[src/rtl/commutation_sequencer_pkg.sv]
// -----------------------------------------------------------------------------
// commut_pkg
// Shared definitions for the six-step commutation sequencer:
//   - state_t      : sequencer FSM states (OFF, DEAD, RUN)
//   - PH_A/B/C     : bit index of each phase inside a 3-bit gate vector
//   - FWD_PAT      : forward {hi, lo} gate pattern for steps 0..5
//   - target_pattern(): pattern for a step/direction, all-off for steps 6/7
//   - steps_adjacent(): true when two valid steps differ by +/-1 mod 6
// -----------------------------------------------------------------------------
package commut_pkg;

  typedef enum logic [1:0] {
    OFF  = 2'd0,
    DEAD = 2'd1,
    RUN  = 2'd2
  } state_t;

  localparam int PH_A = 0;
  localparam int PH_B = 1;
  localparam int PH_C = 2;

  localparam logic [2:0] A_BIT = 3'(1 << PH_A);
  localparam logic [2:0] B_BIT = 3'(1 << PH_B);
  localparam logic [2:0] C_BIT = 3'(1 << PH_C);

  // Each entry is {hi[2:0], lo[2:0]} for forward rotation.
  localparam logic [5:0] FWD_PAT [6] = '{
    {A_BIT, B_BIT},
    {A_BIT, C_BIT},
    {B_BIT, C_BIT},
    {B_BIT, A_BIT},
    {C_BIT, A_BIT},
    {C_BIT, B_BIT}
  };

  // Reverse rotation is the forward pattern with high and low sides swapped.
  function automatic logic [5:0] target_pattern(input logic [2:0] step,
                                                input logic       dir);
    logic [5:0] p;
    p = 6'd0;
    if (step <= 3'd5) begin
      p = FWD_PAT[step];
      if (dir) begin
        p = {p[2:0], p[5:3]};
      end
    end
    return p;
  endfunction

  function automatic logic steps_adjacent(input logic [2:0] a,
                                          input logic [2:0] b);
    logic [2:0] a_inc;
    logic [2:0] b_inc;
    a_inc = (a == 3'd5) ? 3'd0 : a + 3'd1;
    b_inc = (b == 3'd5) ? 3'd0 : b + 3'd1;
    return (b == a_inc) || (a == b_inc);
  endfunction

endpackage

[src/rtl/commutation_sequencer_deadtime_timer.sv]
// -----------------------------------------------------------------------------
// deadtime_timer
// Down-counter that times the all-gates-off interval between two patterns.
//   clk     : rising-edge clock
//   reset   : asynchronous active-low reset (counter cleared to 0)
//   load    : reload with DEAD_CYCLES-1 (asserted on the cycle DEAD is entered)
//   expired : counter has reached 0
// With the load value DEAD_CYCLES-1, the owning FSM spends exactly
// DEAD_CYCLES cycles in DEAD: the entry cycle plus DEAD_CYCLES-1 decrements.
// -----------------------------------------------------------------------------
module deadtime_timer #(
  parameter int DEAD_CYCLES = 4
) (
  input  logic clk,
  input  logic reset,
  input  logic load,
  output logic expired
);

  localparam int CW = $clog2(DEAD_CYCLES + 1);
  localparam logic [CW-1:0] LOAD_VAL = CW'(DEAD_CYCLES - 1);

  logic [CW-1:0] count_r;

  always_ff @(posedge clk or negedge reset) begin
    if (!reset) begin
      count_r <= '0;
    end else if (load) begin
      count_r <= LOAD_VAL;
    end else if (count_r != '0) begin
      count_r <= count_r - CW'(1);
    end
  end

  assign expired = (count_r == '0);

endmodule

[src/rtl/commutation_sequencer.sv]
// -----------------------------------------------------------------------------
// commutation_sequencer
// Six-step BLDC commutation sequencer fed by a MOD-6 step counter. Registers
// step/dir/en, selects the gate pattern and inserts DEAD_CYCLES of all-off
// dead time around every pattern change.
//   clk         : rising-edge clock (same clock as the step counter)
//   reset       : asynchronous active-low reset
//   en          : gate enable, low forces all gates off
//   step[2:0]   : commutation step 0..5 (6/7 are invalid and force off)
//   dir         : 0 forward, 1 reverse (hi/lo sets swapped)
//   hi[2:0]     : high-side enables, bit0=A bit1=B bit2=C
//   lo[2:0]     : low-side enables, same order
//   busy        : high while the dead-time interval is running
//   err_invalid : high while the registered step is 6 or 7
//   err_skip    : sticky non-adjacent step change flag, only present when
//                 COMMUT_SKIP_CHECK_EN is defined
// Optional feature macro: COMMUT_SKIP_CHECK_EN
// -----------------------------------------------------------------------------
module commutation_sequencer
  import commut_pkg::*;
#(
  parameter int DEAD_CYCLES = 4
) (
  input  logic       clk,
  input  logic       reset,
  input  logic       en,
  input  logic [2:0] step,
  input  logic       dir,
  output logic [2:0] hi,
  output logic [2:0] lo,
  output logic       busy,
  output logic       err_invalid
`ifdef COMMUT_SKIP_CHECK_EN
  ,
  output logic       err_skip
`endif
);

  logic [2:0] step_r;
  logic       dir_r;
  logic       en_r;

  state_t     state_r;
  state_t     state_next;

  logic [2:0] hi_r;
  logic [2:0] lo_r;

  logic [5:0] target;
  logic       force_off;
  logic       timer_load;
  logic       timer_expired;

  // Input registers.
  always_ff @(posedge clk or negedge reset) begin
    if (!reset) begin
      step_r <= 3'd0;
      dir_r  <= 1'b0;
      en_r   <= 1'b0;
    end else begin
      step_r <= step;
      dir_r  <= dir;
      en_r   <= en;
    end
  end

  assign target    = target_pattern(step_r, dir_r);
  assign force_off = !en_r || (step_r > 3'd5);

  deadtime_timer #(
    .DEAD_CYCLES(DEAD_CYCLES)
  ) u_deadtime_timer (
    .clk    (clk),
    .reset  (reset),
    .load   (timer_load),
    .expired(timer_expired)
  );

  always_ff @(posedge clk or negedge reset) begin
    if (!reset) begin
      state_r <= OFF;
    end else begin
      state_r <= state_next;
    end
  end

  always_comb begin
    state_next = state_r;
    unique case (state_r)
      OFF:  state_next = DEAD;
      DEAD: if (timer_expired) state_next = RUN;
      // hi_r/lo_r hold the applied pattern while in RUN.
      RUN:  if (target != {hi_r, lo_r}) state_next = DEAD;
      default: state_next = OFF;
    endcase
    // Shutdown overrides every other transition.
    if (force_off) begin
      state_next = OFF;
    end
    // Reload only on entry; a target change inside DEAD keeps counting.
    timer_load = (state_next == DEAD) && (state_r != DEAD);
  end

  // Registered gate outputs: zero outside RUN, latched from the latest
  // target on the DEAD->RUN edge, held while RUN continues.
  always_ff @(posedge clk or negedge reset) begin
    if (!reset) begin
      hi_r <= 3'd0;
      lo_r <= 3'd0;
    end else if (state_next != RUN) begin
      hi_r <= 3'd0;
      lo_r <= 3'd0;
    end else if (state_r != RUN) begin
      hi_r <= target[5:3];
      lo_r <= target[2:0];
    end
  end

  assign hi          = hi_r;
  assign lo          = lo_r;
  assign busy        = (state_r == DEAD);
  assign err_invalid = (step_r > 3'd5);

`ifdef COMMUT_SKIP_CHECK_EN
  logic [2:0] applied_step_r;
  logic       err_skip_r;

  // applied_step_r remembers which step the gates currently show, so a
  // change while running can be compared against it.
  always_ff @(posedge clk or negedge reset) begin
    if (!reset) begin
      applied_step_r <= 3'd0;
      err_skip_r     <= 1'b0;
    end else begin
      if ((state_r == DEAD) && (state_next == RUN)) begin
        applied_step_r <= step_r;
      end
      if ((state_r == RUN) && !force_off && (step_r != applied_step_r) &&
          !steps_adjacent(applied_step_r, step_r)) begin
        err_skip_r <= 1'b1;
      end
    end
  end

  assign err_skip = err_skip_r;
`endif

endmodule

[config.mk]
export PLATFORM = sky130hd
export DESIGN_NAME = commutation_sequencer
export DESIGN_NICKNAME = d
export VERILOG_FILES = /design/src/rtl/commutation_sequencer_pkg.sv /design/src/rtl/commutation_sequencer_deadtime_timer.sv /design/src/rtl/commutation_sequencer.sv
export SDC_FILE = /design/constraint.sdc
export NUM_CORES = 1
export LEC_CHECK = 0
export BUFFER_PORTS_ARGS = -buffer_cell sky130_fd_sc_hd__buf_4
export CAP_MARGIN = 20
export CORE_MARGIN = 1
export CORE_UTILIZATION = 50
export CTS_CLUSTER_DIAMETER = 40
export DETAILED_ROUTE_END_ITERATION = 7
export PLACE_DENSITY = 0.81
export SLEW_MARGIN = 15
export SYNTH_ARGS = -nofsm -noshare
export SYNTH_HDL_FRONTEND = slang
export SYNTH_SLANG_ARGS = --single-unit
export TNS_END_PERCENT = 10
[constraint.sdc]
create_clock -name clk -period 2.2 [get_ports clk]
set_clock_uncertainty 0.1 [all_clocks]
set_input_delay 0.55 -clock clk [delete_from_list [all_inputs] [get_ports clk]]
set_output_delay 0.55 -clock clk [all_outputs]
set_load 0.05 [all_outputs]
==> run summary <==
Area of the mapped netlist = 991.0 um^2
Max_slew headroom = 0.7071
Met1 usage = 0.2646
Max-slew violation count = 0
Status = finished with violations
Final hold vios = 0
P_leak = 0.5510 nW
Post-synth top cells = dfrtp_1 (16), o21ai_0 (11), inv_1 (10)
Pre-Repair DR Iteration Count = 4
PD cells = 656.5 nW/um^2
Max stage delay on crit path = 0.41 ns
Share of layout cells above drive strength 1 = 0.3740
Ranking of synthesized cells by area = dfrtp_1 (40%), ha_1 (6.3%), o21ai_0 (5.6%), xnor2_1 (4.4%), mux2i_1 (4.0%)
CTS Buffer Depth = 2
# clock sinks = 16
Post-synthesis adder-cell area fraction = 0.06313
CP cell instances = buf_6 -> buf_4 -> o21ba_4 -> o22a_1 -> xnor2_2 -> nor3b_4 -> a311oi_2 -> or2_1
Core area = 1783 um^2
Largest family of logic cells by synthesized area = compound AO/OA/AOI/OAI gates
Synth Instances = 101
Critical path buffers and inverters = 2
Hold crit path type = primary input to flip-flop
Compound-Gate Fraction of Synth Area = 0.2210
Setup Crit Path Kind = flip-flop to flip-flop
Family with the most delay on the worst path = compound AO/OA/AOI/OAI gates
Register area share after synthesis = 0.4040
Vias in the first global route = 759
Clk Latency, worst-skew pair = 0.29 ns
Mux cell area share after synthesis = 0.04040
Synth Area in Simple Gates = 0.1692
Power Total = 0.0008641 W
Final worst slack = -0.07141 ns
#FFs+latches synth = 16
Max-cap viol count = 0
Setup TNS = -0.07141 ns
Crit Path Max Fanout = 6
Crit share post-route = 1.032
Critical path capture point type = flip-flop
FILL cells = 127
Worst Path Arrival = 2.35 ns
Initial antenna violation count = 0
Drt first-iter violations = 17
Cts bufs inserted = 3
Drt drc = 0
Syn nets = 113
Via count = 812
Die area = 2164 um^2
Final min period = 2.271 ns
DP Cell Count = 137
Slew @ Worst Pin = 0.4393 ns
Port buffer count = 14
Io pins = 15
Most frequent cell after synthesis = dfrtp_1
Yosys top cell area share = 0.4040
Row count = 15
Share of flip-flops with an asynchronous set or reset = 1.000
Crit-path slowest cell = dfrtp_1
Final setup violation count = 1
Die width = 46.52 um
Yosys warns = 0
First-pass GRT wire length = 3215 um
Vias per Instance = 5.486
Unique cell type count in the Yosys netlist = 34
Ys flop type = dfrtp_1
Fmax = 0.4403 GHz
Final wirelength = 2203 um
Overall routing resource usage = 0.2110
Placer Congestion = 0.8122
Hold slack final = 0.2688 ns
Initial Util = 0.5558
CTS tree = yes
Number of H-tree levels = 1
Peak VDD IR = 0.5355 mV
Worst EP required = 2.28 ns
Largest net degree at the start of global routing = 17
Reg clk slew, reported paths = 0.10 ns
EDFF count, synth = 0
Grt met3 use = 0.07843
Most Crowded Layer GR = met2
Nets = 136
Critical path launch point type = flip-flop
Antenna Nets Post-Route = 0
Failing checks = negative setup slack
DP Wirelength = 1465 um
Xor-xnor portion of the synthesized cell area = 0.04419
Post-synthesis area per instance = 9.811 um^2
Area grow syn2layout = 32.83%
Routed WL per cell = 14.89 um
Post-Layout Cell Count = 148
Grt total ovfl = 0
Root Buffer Master = clkbuf_4
Fin util = 0.7382
RSZ-0062 raised after global routing = true
Die height = 46.52 um
Inserted Diodes = 0
Met2 track demand over resource = 0.3556
Leading area contributor after synthesis = dfrtp_1
==> area by class of cell <==
| cell class | instances | area [um^2] | share of cell area |
|---|---|---|---|
| timing repair buffer | 22 | 182.7 | 0.1388 |
| clock buffer | 4 | 36.28 | 0.02757 |
| inverter | 10 | 37.54 | 0.02852 |
| tap | 25 | 31.28 | 0.02376 |
| sequential | 16 | 401.6 | 0.3051 |
| multi-input combinational | 71 | 626.9 | 0.4762 |
==> flip-flops by register name (all words and copies together) (netlist names) <==
register,flops
u_deadtime_timer.count_r,3
en_r,1
dir_r,1
state_r,2
hi,3
lo,3
step_r,3
==> what timing repair did <==
action,in CTS,in global routing
pin swaps,0,11
setup buffers,4,2
endpoints found under the setup margin,1,11
hold buffers,0,1
endpoints found under the hold margin,0,7
gates cloned,0,0
resized for setup,3,21
==> path summary, 6_finish.rpt <==
path / startpoint / to / slack [ns] / cells after the start
worst max-delay path: step_r[1] / u_deadtime_timer.count_r[1] / -0.07 / 8
worst min-delay path: step[2] / step_r[2] / 0.27 / 1
worst max register to register: step_r[1] / u_deadtime_timer.count_r[1] / -0.07 / 8
worst min register to register: u_deadtime_timer.count_r[2] / u_deadtime_timer.count_r[2] / 0.47 / 2
max in group asynchronous: reset / step_r[0] / 1.25 / 2
min in group asynchronous: reset / hi[0] / 0.54 / 2
==> worst register-to-register path, delay by kind of cell (launching register included) <==
kind                      cells  cell delay (ns)
DFF                           1             0.41
xor gates and xnor gates      1             0.18
buffers and inverters         2             0.28
AOI/OAI and AO/OA             3             0.63
and+or+nand+nor               2             0.57
==> cells by family (layout without fill, tap and decap cells) <==
logic type      Yosys count  after routing
compound gates           30             30
simple gates             27             27
flops                    16             16
buf+inv                  14             36
fa+ha+maj                 5              5
xor+xnor                  5              5
mux                       4              4
==> per-layer routing <==
metal,up-vias,share of wire
met5,-,0
met4,0,0.0054
met3,4,0.056
met2,30,0.51
met1,377,0.42
li1,401,-
==> placed cells by master, fill, tap and decap left out, drive strengths merged, types with 2 or more instances in the layout <==
| cell | count |
|---|---|
| xnor2 | 5 |
| inv | 10 |
| o22ai | 4 |
| ha | 5 |
| clkbuf | 4 |
| nor3 | 5 |
| nor2b | 2 |
| a311oi | 2 |
| or3 | 3 |
| o21ai | 11 |
| nand2 | 3 |
| dfrtp | 16 |
| a21oi | 3 |
| nor2 | 3 |
| nand2b | 5 |
| o31ai | 4 |
| nor3b | 2 |
| mux2i | 4 |
| buf | 21 |
==> stage by stage <==
stage               worst slack [ns]  cell area [um^2]
floorplan                    0.09873             991.0
global placement              0.1368              1115
detailed placement           0.02566              1115
CTS                         0.004112              1189
global route                 -0.1220              1316
finish                      -0.07141              1316
==> where the power goes <==
| part | switching [W] | total, W | internal (W) |
|---|---|---|---|
| sequential | 0.0000318 | 0.000363 | 0.000331 |
| combinational | 0.000171 | 0.000305 | 0.000134 |
| clock | 0.0000954 | 0.000196 | 0.000101 |
| total | 0.000298 | 0.000864 | 0.000566 |
(Power assumes the default switching activity.)
